## src/rtl/fifo8x9_ctrl_pkg.sv

```systemverilog
// Shared types and constants for the 8x9 FIFO control front-end.
// The optional almost-full/almost-empty outputs are enabled by FIFO_CTRL_ALMOST_FLAGS_EN.
package fifo8x9_ctrl_pkg;

  localparam int FIFO_DEPTH  = 8;
  localparam int FIFO_CNT_W  = 4;
  localparam int FIFO_DATA_W = 9;
  localparam int FIFO_AF_LVL = 6;
  localparam int FIFO_AE_LVL = 2;

  typedef enum logic [0:0] {
    ST_CLR = 1'b0,
    ST_RUN = 1'b1
  } state_t;

  typedef logic [FIFO_CNT_W-1:0] cnt_t;

endpackage

```

## src/rtl/fifo8x9_ctrl.sv

```systemverilog
// Push/pop arbiter and occupancy tracker driving the 8x9 FIFO storage strobes.
// Optional almost_full/almost_empty ports are enabled by FIFO_CTRL_ALMOST_FLAGS_EN.
module fifo8x9_ctrl
  import fifo8x9_ctrl_pkg::*;
#(
  parameter int DEPTH  = FIFO_DEPTH,
`ifdef FIFO_CTRL_ALMOST_FLAGS_EN
  parameter int AF_LVL = FIFO_AF_LVL,
  parameter int AE_LVL = FIFO_AE_LVL,
`endif
  parameter int CNT_W  = FIFO_CNT_W
) (
  input  logic             clk,
  input  logic             rst,
  input  logic             clr,
  input  logic             push,
  input  logic             pop,
  output logic             push_rdy,
  output logic             pop_rdy,
  output logic             wren,
  output logic             rden,
  output logic             WrInc,
  output logic             RdInc,
  output logic             WrPtrClr,
  output logic             RdPtrClr,
  output logic [CNT_W-1:0] count,
  output logic             full,
  output logic             empty,
  output logic             ovf,
  output logic             udf
`ifdef FIFO_CTRL_ALMOST_FLAGS_EN
  ,
  output logic             almost_full,
  output logic             almost_empty
`endif
);

  localparam logic [CNT_W-1:0] CNT_MAX  = CNT_W'(DEPTH);
  localparam logic [CNT_W-1:0] CNT_ZERO = {CNT_W{1'b0}};
  localparam logic [CNT_W-1:0] CNT_ONE  = {{(CNT_W-1){1'b0}}, 1'b1};

  state_t state;
  state_t state_nx;

  assign full  = (count == CNT_MAX);
  assign empty = (count == CNT_ZERO);

`ifdef FIFO_CTRL_ALMOST_FLAGS_EN
  assign almost_full  = (count >= CNT_W'(AF_LVL));
  assign almost_empty = (count <= CNT_W'(AE_LVL));
`endif

  // State register: reset lands in CLR so the storage pointers get cleared.
  always_ff @(posedge clk) begin
    if (!rst) begin
      state <= ST_CLR;
    end else begin
      state <= state_nx;
    end
  end

  // Next-state: CLR is a single-cycle pulse; a flush request re-enters it.
  always_comb begin
    state_nx = state;
    case (state)
      ST_CLR: state_nx = ST_RUN;
      ST_RUN: begin
        if (clr) begin
          state_nx = ST_CLR;
        end else begin
          state_nx = ST_RUN;
        end
      end
      default: state_nx = ST_CLR;
    endcase
  end

  // Grants and strobes; pop wins when data exists since the storage block
  // can only advance one pointer per cycle. A reset cycle grants nothing.
  always_comb begin
    push_rdy = 1'b0;
    pop_rdy  = 1'b0;
    wren     = 1'b0;
    rden     = 1'b0;
    WrPtrClr = 1'b0;
    RdPtrClr = 1'b0;
    case (state)
      ST_CLR: begin
        WrPtrClr = 1'b1;
        RdPtrClr = 1'b1;
      end
      ST_RUN: begin
        if (rst) begin
          pop_rdy  = !empty;
          push_rdy = !full && !(pop && !empty);
          wren     = push && push_rdy;
          rden     = pop && pop_rdy;
        end else begin
          pop_rdy  = 1'b0;
          push_rdy = 1'b0;
        end
      end
      default: begin
        WrPtrClr = 1'b1;
        RdPtrClr = 1'b1;
      end
    endcase
  end

  assign WrInc = wren;
  assign RdInc = rden;

  // Occupancy counter; grants are already gated by full/empty so it never wraps.
  always_ff @(posedge clk) begin
    if (!rst) begin
      count <= CNT_ZERO;
    end else if ((state != ST_RUN) || clr) begin
      count <= CNT_ZERO;
    end else if (wren) begin
      count <= count + CNT_ONE;
    end else if (rden) begin
      count <= count - CNT_ONE;
    end else begin
      count <= count;
    end
  end

  // Sticky error flags survive a flush; only reset clears them.
  always_ff @(posedge clk) begin
    if (!rst) begin
      ovf <= 1'b0;
      udf <= 1'b0;
    end else begin
      if ((state == ST_RUN) && push && full) begin
        ovf <= 1'b1;
      end else begin
        ovf <= ovf;
      end
      if ((state == ST_RUN) && pop && empty) begin
        udf <= 1'b1;
      end else begin
        udf <= udf;
      end
    end
  end

endmodule

```

## config.mk

```make
export PLATFORM = sky130hd
export DESIGN_NAME = fifo8x9_ctrl
export DESIGN_NICKNAME = d
export VERILOG_FILES = /design/src/rtl/fifo8x9_ctrl_pkg.sv /design/src/rtl/fifo8x9_ctrl.sv
export SDC_FILE = /design/constraint.sdc
export NUM_CORES = 1
export LEC_CHECK = 0
export CAP_MARGIN = 30
export CORE_AREA = 2 2 39 41
export CTS_BUF_LIST = sky130_fd_sc_hd__clkbuf_8
export DETAILED_ROUTE_END_ITERATION = 8
export DIE_AREA = 0 0 41 43
export DONT_BUFFER_PORTS = 1
export GPL_TIMING_DRIVEN = 1
export HOLD_SLACK_MARGIN = 0.02
export PLACE_DENSITY_LB_ADDON = 0.15
export SETUP_SLACK_MARGIN = 0.2
export SLEW_MARGIN = 0
export SYNTH_ARGS = -nofsm -noshare
export SYNTH_HDL_FRONTEND = slang
export SYNTH_SLANG_ARGS = --single-unit
```

## constraint.sdc

```tcl
create_clock -name clk -period 4.8 [get_ports clk]
set_input_delay 0.48 -clock clk [delete_from_list [all_inputs] [get_ports clk]]
set_output_delay 0.48 -clock clk [all_outputs]
set_load 0.01 [all_outputs]
```

==> impl_metrics.json <==
{
  "status": "completed",
  "critPathSlowestCell": "a211oi_2",
  "hpwl_microns": 756,
  "drt_wl_total_microns": 965,
  "setup_tns_ps": 0,
  "worst_setup_path_end_kind": "register",
  "dieHeight_microns": 43,
  "grt_antenna_before_repair": 0,
  "grt_pass1_wl_microns": 1530,
  "grt_pass1_vias": 379,
  "nets": 62,
  "reg2reg_slack_ps": 1700,
  "cts_tree": "built",
  "clk_pin_slew_worst_paths_ps": 40,
  "setup_viol": 0,
  "layout_commonest_cell": "dfxtp_1",
  "drc": 0,
  "rsz0062_at_grt": "false",
  "post_cts_resized": 0,
  "yosysSeqAreaShare_pct": 28.9,
  "clock_latency_ps": 230,
  "arrival_ps": 3270,
  "critical_path.max_stage_delay_ps": 600,
  "clock-sinks": 7,
  "use_met3_pct": 8.38,
  "diodes": 0,
  "final_cell_mix": "7 x dfxtp_1, 6 x nor2_1, 4 x nand3_1, 4 x a211oi_1",
  "dr_total_vias": 364,
  "grt_overflow": 0,
  "synth.largest_area_cell": "dfxtp_1",
  "synthAdderAreaFrac_pct": 9.30,
  "fin_crit_ps": 3100,
  "synth_top_area_share_pct": 28.9,
  "holdWs_ps": 359,
  "rows": 14,
  "fmax_ghz": 0.322,
  "maxCapViolCount": 0,
  "tightest_slew_ps": 906,
  "globalplace.congestion": 0.671,
  "synth_xor_area_share_pct": 3.62,
  "io_buffers": 0,
  "drt_iter0_markers": 3,
  "clock_skew_ps": 2.61,
  "finalHoldViolCount": 0,
  "regArea_sq_um": 140,
  "synth_top_family_by_area": "simple AND/OR/NAND/NOR gates",
  "first_pass_iters": 2,
  "ys_ff_latch": 7,
  "nFillCells": 146,
  "async_flop_share_pct": 0,
  "drv_slew": 0,
  "synthFlopType": "dfxtp_1",
  "ir_worst_vdd_mv": 0.161,
  "crit_chain": "or3_1 > a211oi_2 > inv_1 > ha_1 > a21oi_1 > and2_0 > or4b_1 > nand3_1",
  "yosysWarnings": 0,
  "post-place-ws_ps": 1660,
  "multi_input_area_sq_um": 310,
  "synthTopCellsByArea": "dfxtp_1 29%, mux2i_1 6.2%, a211oi_1 6.2%, a211oi_2 5.2%, ha_1 5.2%",
  "holdBufCountCts": 0,
  "syn_area_per_cell_sq_um": 9.31,
  "die_area_sq_um": 1760,
  "core_sq_um": 1380,
  "cts_made_buffers": 3,
  "ys_types": 24,
  "grt_busiest_layer": "met2",
  "ios": 21,
  "synth_edf_count": 0,
  "place_area_sq_um": 482,
  "crit_fanout": 8,
  "power.leakage_nw": 0.180,
  "syn-cell-area_sq_um": 484,
  "clockRootBuffer": "clkbuf_8",
  "drive_gt1_share_pct": 15.1,
  "start_util_pct": 35.0,
  "slew_headroom_pct": 39.5,
  "start_kind": "register",
  "fp.dieW_microns": 41,
  "grt_usage_pct": 12.9,
  "design_area_sq_um": 528,
  "setup_ws_ps": 1700,
  "synthCells": 52,
  "postCtsSetupRepairBufs": 0,
  "finalCritPeriodShare_pct": 64.7,
  "synth_mux_area_share_pct": 6.20,
  "grt_max_degree": 9,
  "worstPathRequired_ps": 4960,
  "grt_use_met2_pct": 20.3,
  "syn_nets": 60,
  "htree_levels": 1,
  "synth_compound_area_share_pct": 16.5,
  "grtUsageMet1_pct": 14.3,
  "yosys.area_share.simple_pct": 28.4,
  "power_density_nw_per_um2": 295,
  "wl_per_cell_microns": 14.0,
  "ant_nets": 0,
  "post-route-util_pct": 38.2,
  "syn_to_final_growth_pct": 9.04,
  "via_per_inst": 5.28,
  "hold_class": "input port to register",
  "cts_buffer_depth": 2,
  "worstSetupPathType": "register to register"
}
cells by family (layout without fill, tap and decap cells):
kind of cell	count (synthesis)	count (layout)
mux	3	3
buf+inv	6	7
compound gates	10	10
flops	7	7
simple gates	21	21
xor+xnor	2	2
fa+ha+maj	3	3
path summary, 6_finish.rpt:
path	start	endpoint	depth (start not counted)
hold / removal	clr	state$_SDFF_PN0_	1
hold reg to reg	udf$_SDFFE_PN0P_	udf$_SDFFE_PN0P_	2
setup / recovery	count[0]$_SDFFE_PP0P_	count[3]$_SDFFE_PP0P_	8
setup reg to reg	count[0]$_SDFFE_PP0P_	count[3]$_SDFFE_PP0P_	8
per-stage QoR:
stage	total power [mW]	cells
after global routing	0.163	69
final	0.156	69
after CTS	0.159	69
after global placement	0.0751	65
after floorplan	0.0744	52
after detailed placement	0.0753	65
layer usage:
| layer | share of wire (%) | routed length, microns |
|---|---|---|
| met1 | 43 | 417 |
| met2 | 50 | 485 |
| met3 | 6.4 | 62 |
| met4 | 0 | 0 |
| met5 | 0 | 0 |
synth_stat cells (2+ instances only):
cell type,instances
dfxtp_1,7
nor2_1,6
a211oi_1,4
nand3_1,4
buf_4,3
inv_1,3
mux2i_1,3
a211oi_2,2
a31oi_1,2
ha_1,2
nor2b_1,2
xnor2_1,2
registers in the layout (all words and copies together) (netlist names):
signal,cells
udf,1
state,1
count,4
ovf,1
worst max-delay path: cells and delay by family, from the launching register on:
kind | cells | cell delay, ps
AOI/OAI and AO/OA | 2 | 830
adders and majority gates | 1 | 390
buffers and inverters | 1 | 210
DFF | 1 | 440
and+or+nand+nor | 4 | 1160
layout make-up:
type                            count  area share [%]
Tap cell                           16            3.79
Clock buffer                        3            7.82
Multi-Input combinational cell     39            58.8
Clock inverter                      1           0.948
Sequential cell                     7            26.5
Inverter                            3            2.13
report_power, final:
group	switching (mW)	total (mW)	internal (mW)
sequential	0.00229	0.0621	0.0598
clock	0.0257	0.0819	0.0562
combinational	0.00721	0.0119	0.00473
Note: power is estimated with default switching activity, not from simulation.
